### src/rtl/cpu_reg_bank_pkg.sv
// Shared constants, select encodings and word types for the 19-bit CPU register bank.
package cpu_reg_bank_pkg;

  localparam int unsigned WORD_SIZE     = 19;
  localparam int unsigned FLAG_REG_SIZE = 4;

  localparam int unsigned SEL_PC = 0;
  localparam int unsigned SEL_IR = 1;

  // Legacy fixed-bank codes; identical to gpr_sel(0..2).
  localparam int unsigned LOAD_REG_A = 2;
  localparam int unsigned LOAD_REG_B = 3;
  localparam int unsigned LOAD_REG_C = 4;

  typedef logic [WORD_SIZE-1:0]     word_t;
  typedef logic [FLAG_REG_SIZE-1:0] flags_t;

  function automatic int unsigned gpr_sel(input int unsigned k);
    return k + 2;
  endfunction

endpackage

### src/rtl/cpu_reg_read_mux.sv
// Select-to-data read mux for one register bank read port.
// Optional write-through bypass when REG_BANK_BYPASS_EN is defined.
module cpu_reg_read_mux
  import cpu_reg_bank_pkg::*;
#(
  parameter int unsigned WIDTH   = 19,
  parameter int unsigned NUM_GPR = 3,
  parameter int unsigned SEL_W   = 5
) (
  input  logic [SEL_W-1:0]               sel,
  input  logic [WIDTH-1:0]               pc,
  input  logic [WIDTH-1:0]               ir,
  input  logic [NUM_GPR-1:0][WIDTH-1:0]  gpr,
`ifdef REG_BANK_BYPASS_EN
  input  logic                           load_en,
  input  logic [SEL_W-1:0]               load_sel,
  input  logic [WIDTH-1:0]               load_data,
`endif
  output logic [WIDTH-1:0]               data
);

  localparam int unsigned NumSel = NUM_GPR + 2;

  always_comb begin
    data = '0;
    if (32'(sel) == SEL_PC) begin
      data = pc;
    end else if (32'(sel) == SEL_IR) begin
      data = ir;
    end else begin
      for (int unsigned k = 0; k < NUM_GPR; k++) begin
        if (32'(sel) == gpr_sel(k)) data = gpr[k];
      end
    end
`ifdef REG_BANK_BYPASS_EN
    // Write-through wins over stored state, including over a same-cycle pc_inc.
    if (load_en && (sel == load_sel) && (32'(load_sel) < NumSel)) data = load_data;
`endif
  end

endmodule

### src/rtl/cpu_reg_bank.sv
// Architectural register bank: PC with auto-increment, IR, NUM_GPR GPRs, flags, sticky sel_err.
// REG_BANK_BYPASS_EN enables write-through on the read ports.
module cpu_reg_bank
  import cpu_reg_bank_pkg::*;
#(
  parameter int unsigned WIDTH   = 19,
  parameter int unsigned NUM_GPR = 3,
  parameter int unsigned SEL_W   = 5,
  parameter int unsigned FLAG_W  = 4
) (
  input  logic              clk,
  input  logic              rst,
  input  logic              load_en,
  input  logic [SEL_W-1:0]  load_sel,
  input  logic [WIDTH-1:0]  load_data,
  input  logic              pc_inc,
  input  logic              flag_we,
  input  logic [FLAG_W-1:0] flag_in,
  input  logic [SEL_W-1:0]  rd_sel_a,
  input  logic [SEL_W-1:0]  rd_sel_b,
  output logic [WIDTH-1:0]  rd_data_a,
  output logic [WIDTH-1:0]  rd_data_b,
  output logic [WIDTH-1:0]  pc_out,
  output logic [WIDTH-1:0]  ir_out,
  output logic [FLAG_W-1:0] flags_out,
  output logic              sel_err,
  input  logic              err_clr
);

  localparam int unsigned NumSel = NUM_GPR + 2;

  logic [WIDTH-1:0]              pc_q, pc_d;
  logic [WIDTH-1:0]              ir_q, ir_d;
  logic [NUM_GPR-1:0][WIDTH-1:0] gpr_q, gpr_d;
  logic [FLAG_W-1:0]             flags_q, flags_d;
  logic                          sel_err_q, sel_err_d;
  logic                          load_legal;

  assign load_legal = 32'(load_sel) < NumSel;

  always_comb begin
    pc_d      = pc_q;
    ir_d      = ir_q;
    gpr_d     = gpr_q;
    flags_d   = flags_q;
    sel_err_d = sel_err_q;

    // A branch load beats the fetch increment.
    if (load_en && (32'(load_sel) == SEL_PC)) begin
      pc_d = load_data;
    end else if (pc_inc) begin
      pc_d = pc_q + WIDTH'(1);
    end

    if (load_en && (32'(load_sel) == SEL_IR)) ir_d = load_data;

    for (int unsigned k = 0; k < NUM_GPR; k++) begin
      if (load_en && (32'(load_sel) == gpr_sel(k))) gpr_d[k] = load_data;
    end

    if (flag_we) flags_d = flag_in;

    // A new illegal strobe wins over err_clr.
    if (load_en && !load_legal) begin
      sel_err_d = 1'b1;
    end else if (err_clr) begin
      sel_err_d = 1'b0;
    end
  end

  always_ff @(posedge clk) begin
    if (rst) begin
      pc_q      <= '0;
      ir_q      <= '0;
      gpr_q     <= '0;
      flags_q   <= '0;
      sel_err_q <= 1'b0;
    end else begin
      pc_q      <= pc_d;
      ir_q      <= ir_d;
      gpr_q     <= gpr_d;
      flags_q   <= flags_d;
      sel_err_q <= sel_err_d;
    end
  end

  cpu_reg_read_mux #(
    .WIDTH   (WIDTH),
    .NUM_GPR (NUM_GPR),
    .SEL_W   (SEL_W)
  ) u_read_mux_a (
    .sel       (rd_sel_a),
    .pc        (pc_q),
    .ir        (ir_q),
    .gpr       (gpr_q),
`ifdef REG_BANK_BYPASS_EN
    .load_en   (load_en),
    .load_sel  (load_sel),
    .load_data (load_data),
`endif
    .data      (rd_data_a)
  );

  cpu_reg_read_mux #(
    .WIDTH   (WIDTH),
    .NUM_GPR (NUM_GPR),
    .SEL_W   (SEL_W)
  ) u_read_mux_b (
    .sel       (rd_sel_b),
    .pc        (pc_q),
    .ir        (ir_q),
    .gpr       (gpr_q),
`ifdef REG_BANK_BYPASS_EN
    .load_en   (load_en),
    .load_sel  (load_sel),
    .load_data (load_data),
`endif
    .data      (rd_data_b)
  );

  assign pc_out    = pc_q;
  assign ir_out    = ir_q;
  assign flags_out = flags_q;
  assign sel_err   = sel_err_q;

endmodule

### config.mk
export PLATFORM = sky130hd
export DESIGN_NAME = cpu_reg_bank
export DESIGN_NICKNAME = d
export VERILOG_FILES = /design/src/rtl/cpu_reg_bank_pkg.sv /design/src/rtl/cpu_reg_read_mux.sv /design/src/rtl/cpu_reg_bank.sv
export SDC_FILE = /design/constraint.sdc
export NUM_CORES = 1
export LEC_CHECK = 0
export ABC_AREA = 1
export ABC_CLOCK_PERIOD_IN_PS = 1900
export CAP_MARGIN = 10
export CORE_ASPECT_RATIO = 0.5
export CORE_MARGIN = 4
export CORE_UTILIZATION = 51
export CTS_CLUSTER_SIZE = 24
export DETAILED_ROUTE_END_ITERATION = 10
export PLACE_DENSITY = 0.81
export SETUP_SLACK_MARGIN = 0.02
export SYNTH_ARGS = -nofsm -noshare
export SYNTH_HDL_FRONTEND = slang
export SYNTH_SLANG_ARGS = --single-unit
export TNS_END_PERCENT = 10
### constraint.sdc
create_clock -name clk -period 1.9 [get_ports clk]
set_input_delay 0.38 -clock clk [delete_from_list [all_inputs] [get_ports clk]]
set_output_delay 0.38 -clock clk [all_outputs]
set_load 0.05 [all_outputs]
---- Word level (Yosys, flattened, before mapping) ----
Index checks and enable logic that the tools add are counted.
operators by class
  $add $sub $neg .......................... 1
  magnitude comparators ................... 1
  eq/ne operators ......................... 12
  mux-type cells .......................... 14
  reductions and logical operators ........ 12
operator list
  operator                 number
  $mux W19                 12
  $eq A5 B2 Y1 const B     6
  $add A19 B1 Y19 const B  1
  $eq A5 B1 Y1 const B     3
  $eq A5 B3 Y1 const B     3
  $logic_not A5 Y1         3
  $logic_and A1 B1 Y1      6
  $lt A5 B3 Y1 const B     1
  $reduce_bool A2 Y1       2
  $mux W1                  2
  $logic_not A1 Y1         1
word-level totals
  register bits ........................... 100
  input port bits ......................... 44
  logic and storage cells ................. 47

---- Longest topological paths before layout ----
  depth after elaboration ................. 6
  gate-level depth with buffers ........... 9

---- Hierarchy ----
A second synthesis with hierarchy kept.
unflattened totals
  cells, all modules ...................... 980
  area, all modules ....................... 6221.0 um^2
by module, submodules not included
  module            instances  cells each  area each (um^2)  seq. area each (um^2)
  cpu_reg_bank      1          586         4219.0            2001.9
  cpu_reg_read_mux  2          197         1001.0            0.0

---- Least setup slack after synthesis ----
No wires, ideal clock.
  kind .................................... input port to output port
  from .................................... input rd_sel_a[3]
  to ...................................... output rd_data_a[10]
  arrival time ............................ 1.559 ns
  required time ........................... 1.520 ns
  setup slack ............................. -0.039 ns
  stages on the path ...................... 6
  cell sequence ........................... nor2_4 > inv_2 > nor4_4 > buf_6 > nand2_1 > nand3_1
between the ends
  word-level cells in the longest chain between the ends .. 6
RTL lines
  item                    RTL line                text
  from (decl)             cpu_reg_bank.sv:19      input logic [SEL_W-1:0] rd_sel_a,
  $eq A5 B2 Y1            cpu_reg_read_mux.sv:32  if (32'(sel) == gpr_sel(k)) data = gpr[k];
  $mux W19 (3 in series)  cpu_reg_read_mux.sv:32
  $mux W19                cpu_reg_read_mux.sv:28  end else if (32'(sel) == SEL_IR) begin
  $mux W19 (*)            cpu_reg_read_mux.sv:26  if (32'(sel) == SEL_PC) begin
  to (decl)               cpu_reg_bank.sv:21      output logic [WIDTH-1:0] rd_data_a,
Every way passes the cells marked *; elsewhere a longest branch is shown, timed or not.

---- Worst setup path after layout ----
  from .................................... input rd_sel_b[0]
  to ...................................... output rd_data_b[6]
between the ends
  word-level cells in the longest chain between the ends .. 6
RTL lines
  item                    RTL line                text
  from (decl)             cpu_reg_bank.sv:20      input logic [SEL_W-1:0] rd_sel_b,
  $eq A5 B2 Y1            cpu_reg_read_mux.sv:32
  $mux W19 (3 in series)  cpu_reg_read_mux.sv:32
  $mux W19                cpu_reg_read_mux.sv:28
  $mux W19 (*)            cpu_reg_read_mux.sv:26
  to (decl)               cpu_reg_bank.sv:22      output logic [WIDTH-1:0] rd_data_b,
Marks and branches as above.

==> summary.txt <==
Run status
  – Failing checks: negative setup slack
  – Run status: finished with violations

Clock network
  – H-tree level count: 3
  – CTS Sinks: 100
  – CTS tree: built
  – Max Root-Sink Buffers: 2
  – Hold-fix buffers, CTS: 0
  – CTS root buffer: clkbuf_16
  – CTS buffer count: 9
  – Skew-Pair Late Insertion Delay: 0.35 ns
  – Clk slew on worst S/H paths: 0.07 ns

Setup path
  – Cell repeated most along the worst path: buf_12
  – Crit path max fanout: 19
  – Crit-path slowest cell: nor2_1
  – WP buf/inv: 4
  – Stages on worst setup path: 8
  – Startpoint Class: primary input
  – CP delay by family, top: buffers and inverters
  – Arrival time of the worst setup path: around 1.7 ns
  – Critical Path, Cell by Cell: buf_2 -> inv_1 -> nand3_2 -> buf_12 -> o22ai_1 -> nor2_1 -> nand3_4 -> buf_12
  – CP Class: in -> out
  – Reg2Reg Depth: 9
  – Critical path endpoint category: output pin
  – CP max stage delay: between 0.2 and 0.3 ns
  – Worst endpoint required time: 1.52 ns

Min path
  – Worst hold path depth: 2
  – Min-Delay Path Class: reg -> reg

Global route
  – Largest net degree at the start of global routing: between 50 and 60
  – Global route overflow: 0
  – Antenna violations before repair: 1
  – First-pass GRT wire length: 35500 um
  – Total GRT Usage: 0.365
  – Vias in the first global route: 6397

STA
  – Worst setup margin: -0.218 ns
  – Period utilization: 1.11
  – F_max: 472 MHz
  – Final hold slack: 0.468 ns
  – Max Slew Vio Count: 0
  – Final hold violations: 0
  – Final setup viols: 38
  – Setup Skew: 0.00283 ns
  – Slew HR: 0.666
  – RSZ-0062 raised after global routing: yes
  – Post-route minimum period: 2.12 ns
  – Slew @ Worst Pin: 0.501 ns

Drt
  – Antenna viol nets, final: 0
  – DRT iter0 DRCs: 942
  – Routed WL: 25500 um
  – TritonRoute pass-1 iters: 8
  – Mean routed wirelength per cell: 22.2 um
  – # DRC: 0
  – Vias post-DR: 7084
  – Vias per inst: 6.17

Floorplan
  – Initial Utilization: 0.533
  – FP Rows: 26
  – # IOs: 125
  – Die area: 12700 sq um
  – Core ar.: between 10000 and 15000 sq um
  – Die X: ~160 um
  – Die H: 81.8 um

Layout
  – Area grow syn2layout: 58.8%
  – FF+latch area: 2000 sq um
  – Fillcell total: 595
  – Nets@finish: 1047
  – Multi-input gate area: 3490 sq um
  – Layout cells sized above 1: 0.324

Run
  – # Max-Cap Violations: 0

Placement
  – I/O Buffers: ~120
  – Detail Placement HPWL: 15600 um
  – Post-place setup slack: -0.535 ns
  – GPL Wtd Cong: 0.957

Logic synthesis
  – Syn Area/Cell: 6.62 sq um
  – Post-Synthesis Cells: 838
  – Net Count, Synth: 883
  – Yosys cell types: 37
  – #FFs+latches synth: 100
  – Synth warn: 0
  – Synth Cell Area: 5550 sq um
  – Register area share after synthesis: 0.361

Power and ir drop
  – Switch Pwr: 0.00130 W
  – Clock Power Share: 0.415
  – Lkg Pwr: 3.62 nW
  – Peak supply drop: roughly 380 uV
  – Switching Share: 0.270
  – Int Pwr: 0.00352 W
  – Power Density: 547 nW/um^2
  – Sequential Power Share: 0.449
  – Part of the power in combinational logic: 0.136
==> worst min-delay path, stage by stage (launching register included) <==
cell and delay [ns]:
dfxtp_1 0.31, nand2_1 0.06, a21oi_1 0.05
==> Yosys cell counts (all sizes together) <==
cell    instances  share of area
a211oi          1         0.0014
a21oi         107          0.098
a31oi           1         0.0011
buf            27          0.034
clkbuf         12         0.0083
dfxtp         100           0.36
ha              1         0.0023
inv           123          0.083
nand2         165           0.11
nand3          68          0.067
nand3b          2         0.0027
nand4           3         0.0045
nor2           88          0.075
nor3            5         0.0083
nor4            1         0.0038
o21ai          87          0.080
o21bai          3         0.0041
o22ai          38          0.043
xnor2           3         0.0047
xor2            3         0.0047
==> registers in the layout (all words and copies together) (netlist names) <==
register and flops:
flags_out 4, ir_out 19, pc_out 19, sel_err 1, gpr_q 57
==> power by group through the flow <==
| stage | Clock [W] | Combinational, W | Sequential (W) |
|---|---|---|---|
| finish | 0.00200 | 0.000658 | 0.00217 |
| CTS | 0.00197 | 0.000599 | 0.00216 |
| global route | 0.00207 | 0.000685 | 0.00217 |
| detailed placement | 0 | 0.000553 | 0.00221 |
| floorplan | 0 | 0.000199 | 0.00227 |
| global placement | 0 | 0.000543 | 0.00221 |
==> per-layer routing <==
metal  vias to the layer above  track usage  routed length (um)
li1                       3088            -                   -
met1                      3267        0.487                9640
met2                       564        0.574               11000
met3                       165        0.109                3620
met4                         0        0.118                1260
met5                         -            0                   0
==> final cells by class <==
| type | instances | area share |
|---|---|---|
| Sequential cell | 100 | 0.227 |
| Clock buffer | 12 | 0.0302 |
| Inverter | 123 | 0.0535 |
| Tap cell | 140 | 0.0199 |
| Clock inverter | 4 | 0.00639 |
| Multi-Input combinational cell | 577 | 0.396 |
| Timing Repair Buffer | 191 | 0.267 |
| Antenna cell | 1 | 0.000284 |
==> what timing repair did <==
| action | CTS | global route |
|---|---|---|
| endpoints found under the setup margin | 40 | 40 |
| buffers inserted | 8 | 2 |
| resized for setup | 161 | 72 |
| cloned | 6 | 4 |
| pin swaps | 27 | 24 |
==> per-stage QoR <==
stage	power [W]	cells	setup TNS, ns	util	instance area [sq um]
2_1_floorplan	0.00247	838	-0.564	-	5560
5_1_grt	0.00492	1147	-3.99	0.847	8810
3_5_place_dp	0.00276	1112	-17.96	0.724	7530
4_1_cts	0.00473	1142	-0.784	0.814	8480
6_report	0.00482	1148	-3.42	0.847	8810
3_3_place_gp	0.00275	1112	-15.67	0.724	7530
==> final timing paths <==
kind / startpoint / to / slack (ns)
worst min-delay path: sel_err / sel_err / 0.47
worst min register to register: sel_err / sel_err / 0.47
worst max-delay path: rd_sel_b[0] / rd_data_b[6] / -0.22
worst max register to register: pc_out[1] / pc_out[18] / 0.24
==> cell usage in the layout (no fill, tap or decap), types with 16 or more instances in the layout <==
cell type	netlist	final
nand2_2	2	21
o21ai_1	22	22
nor2_1	75	55
inv_1	115	111
nand3_2	4	35
o22ai_2	0	19
dfxtp_1	100	100
nand3_1	63	25
buf_4	4	67
clkdlybuf4s50_1	0	34
o21ai_0	62	62
buf_12	0	50
nor2_2	4	20
o22ai_1	38	16
buf_6	7	25
a21oi_1	104	95
nand2_1	163	140
==> cell families (layout without fill, tap and decap cells) <==
group                    count (synthesis)  in the layout  share of synthesized area
AND/OR/NAND/NOR                        332            333                      0.274
AO/OA/AOI/OAI                          237            237                      0.228
flip-flops                             100            100                      0.361
XOR/XNOR                                 6              6                    0.00947
other                                    0              1                          0
buffers and inverters                  162            330                      0.125
adder cells (fa/ha/maj)                  1              1                    0.00225
Power figures use the tool's default switching activity.
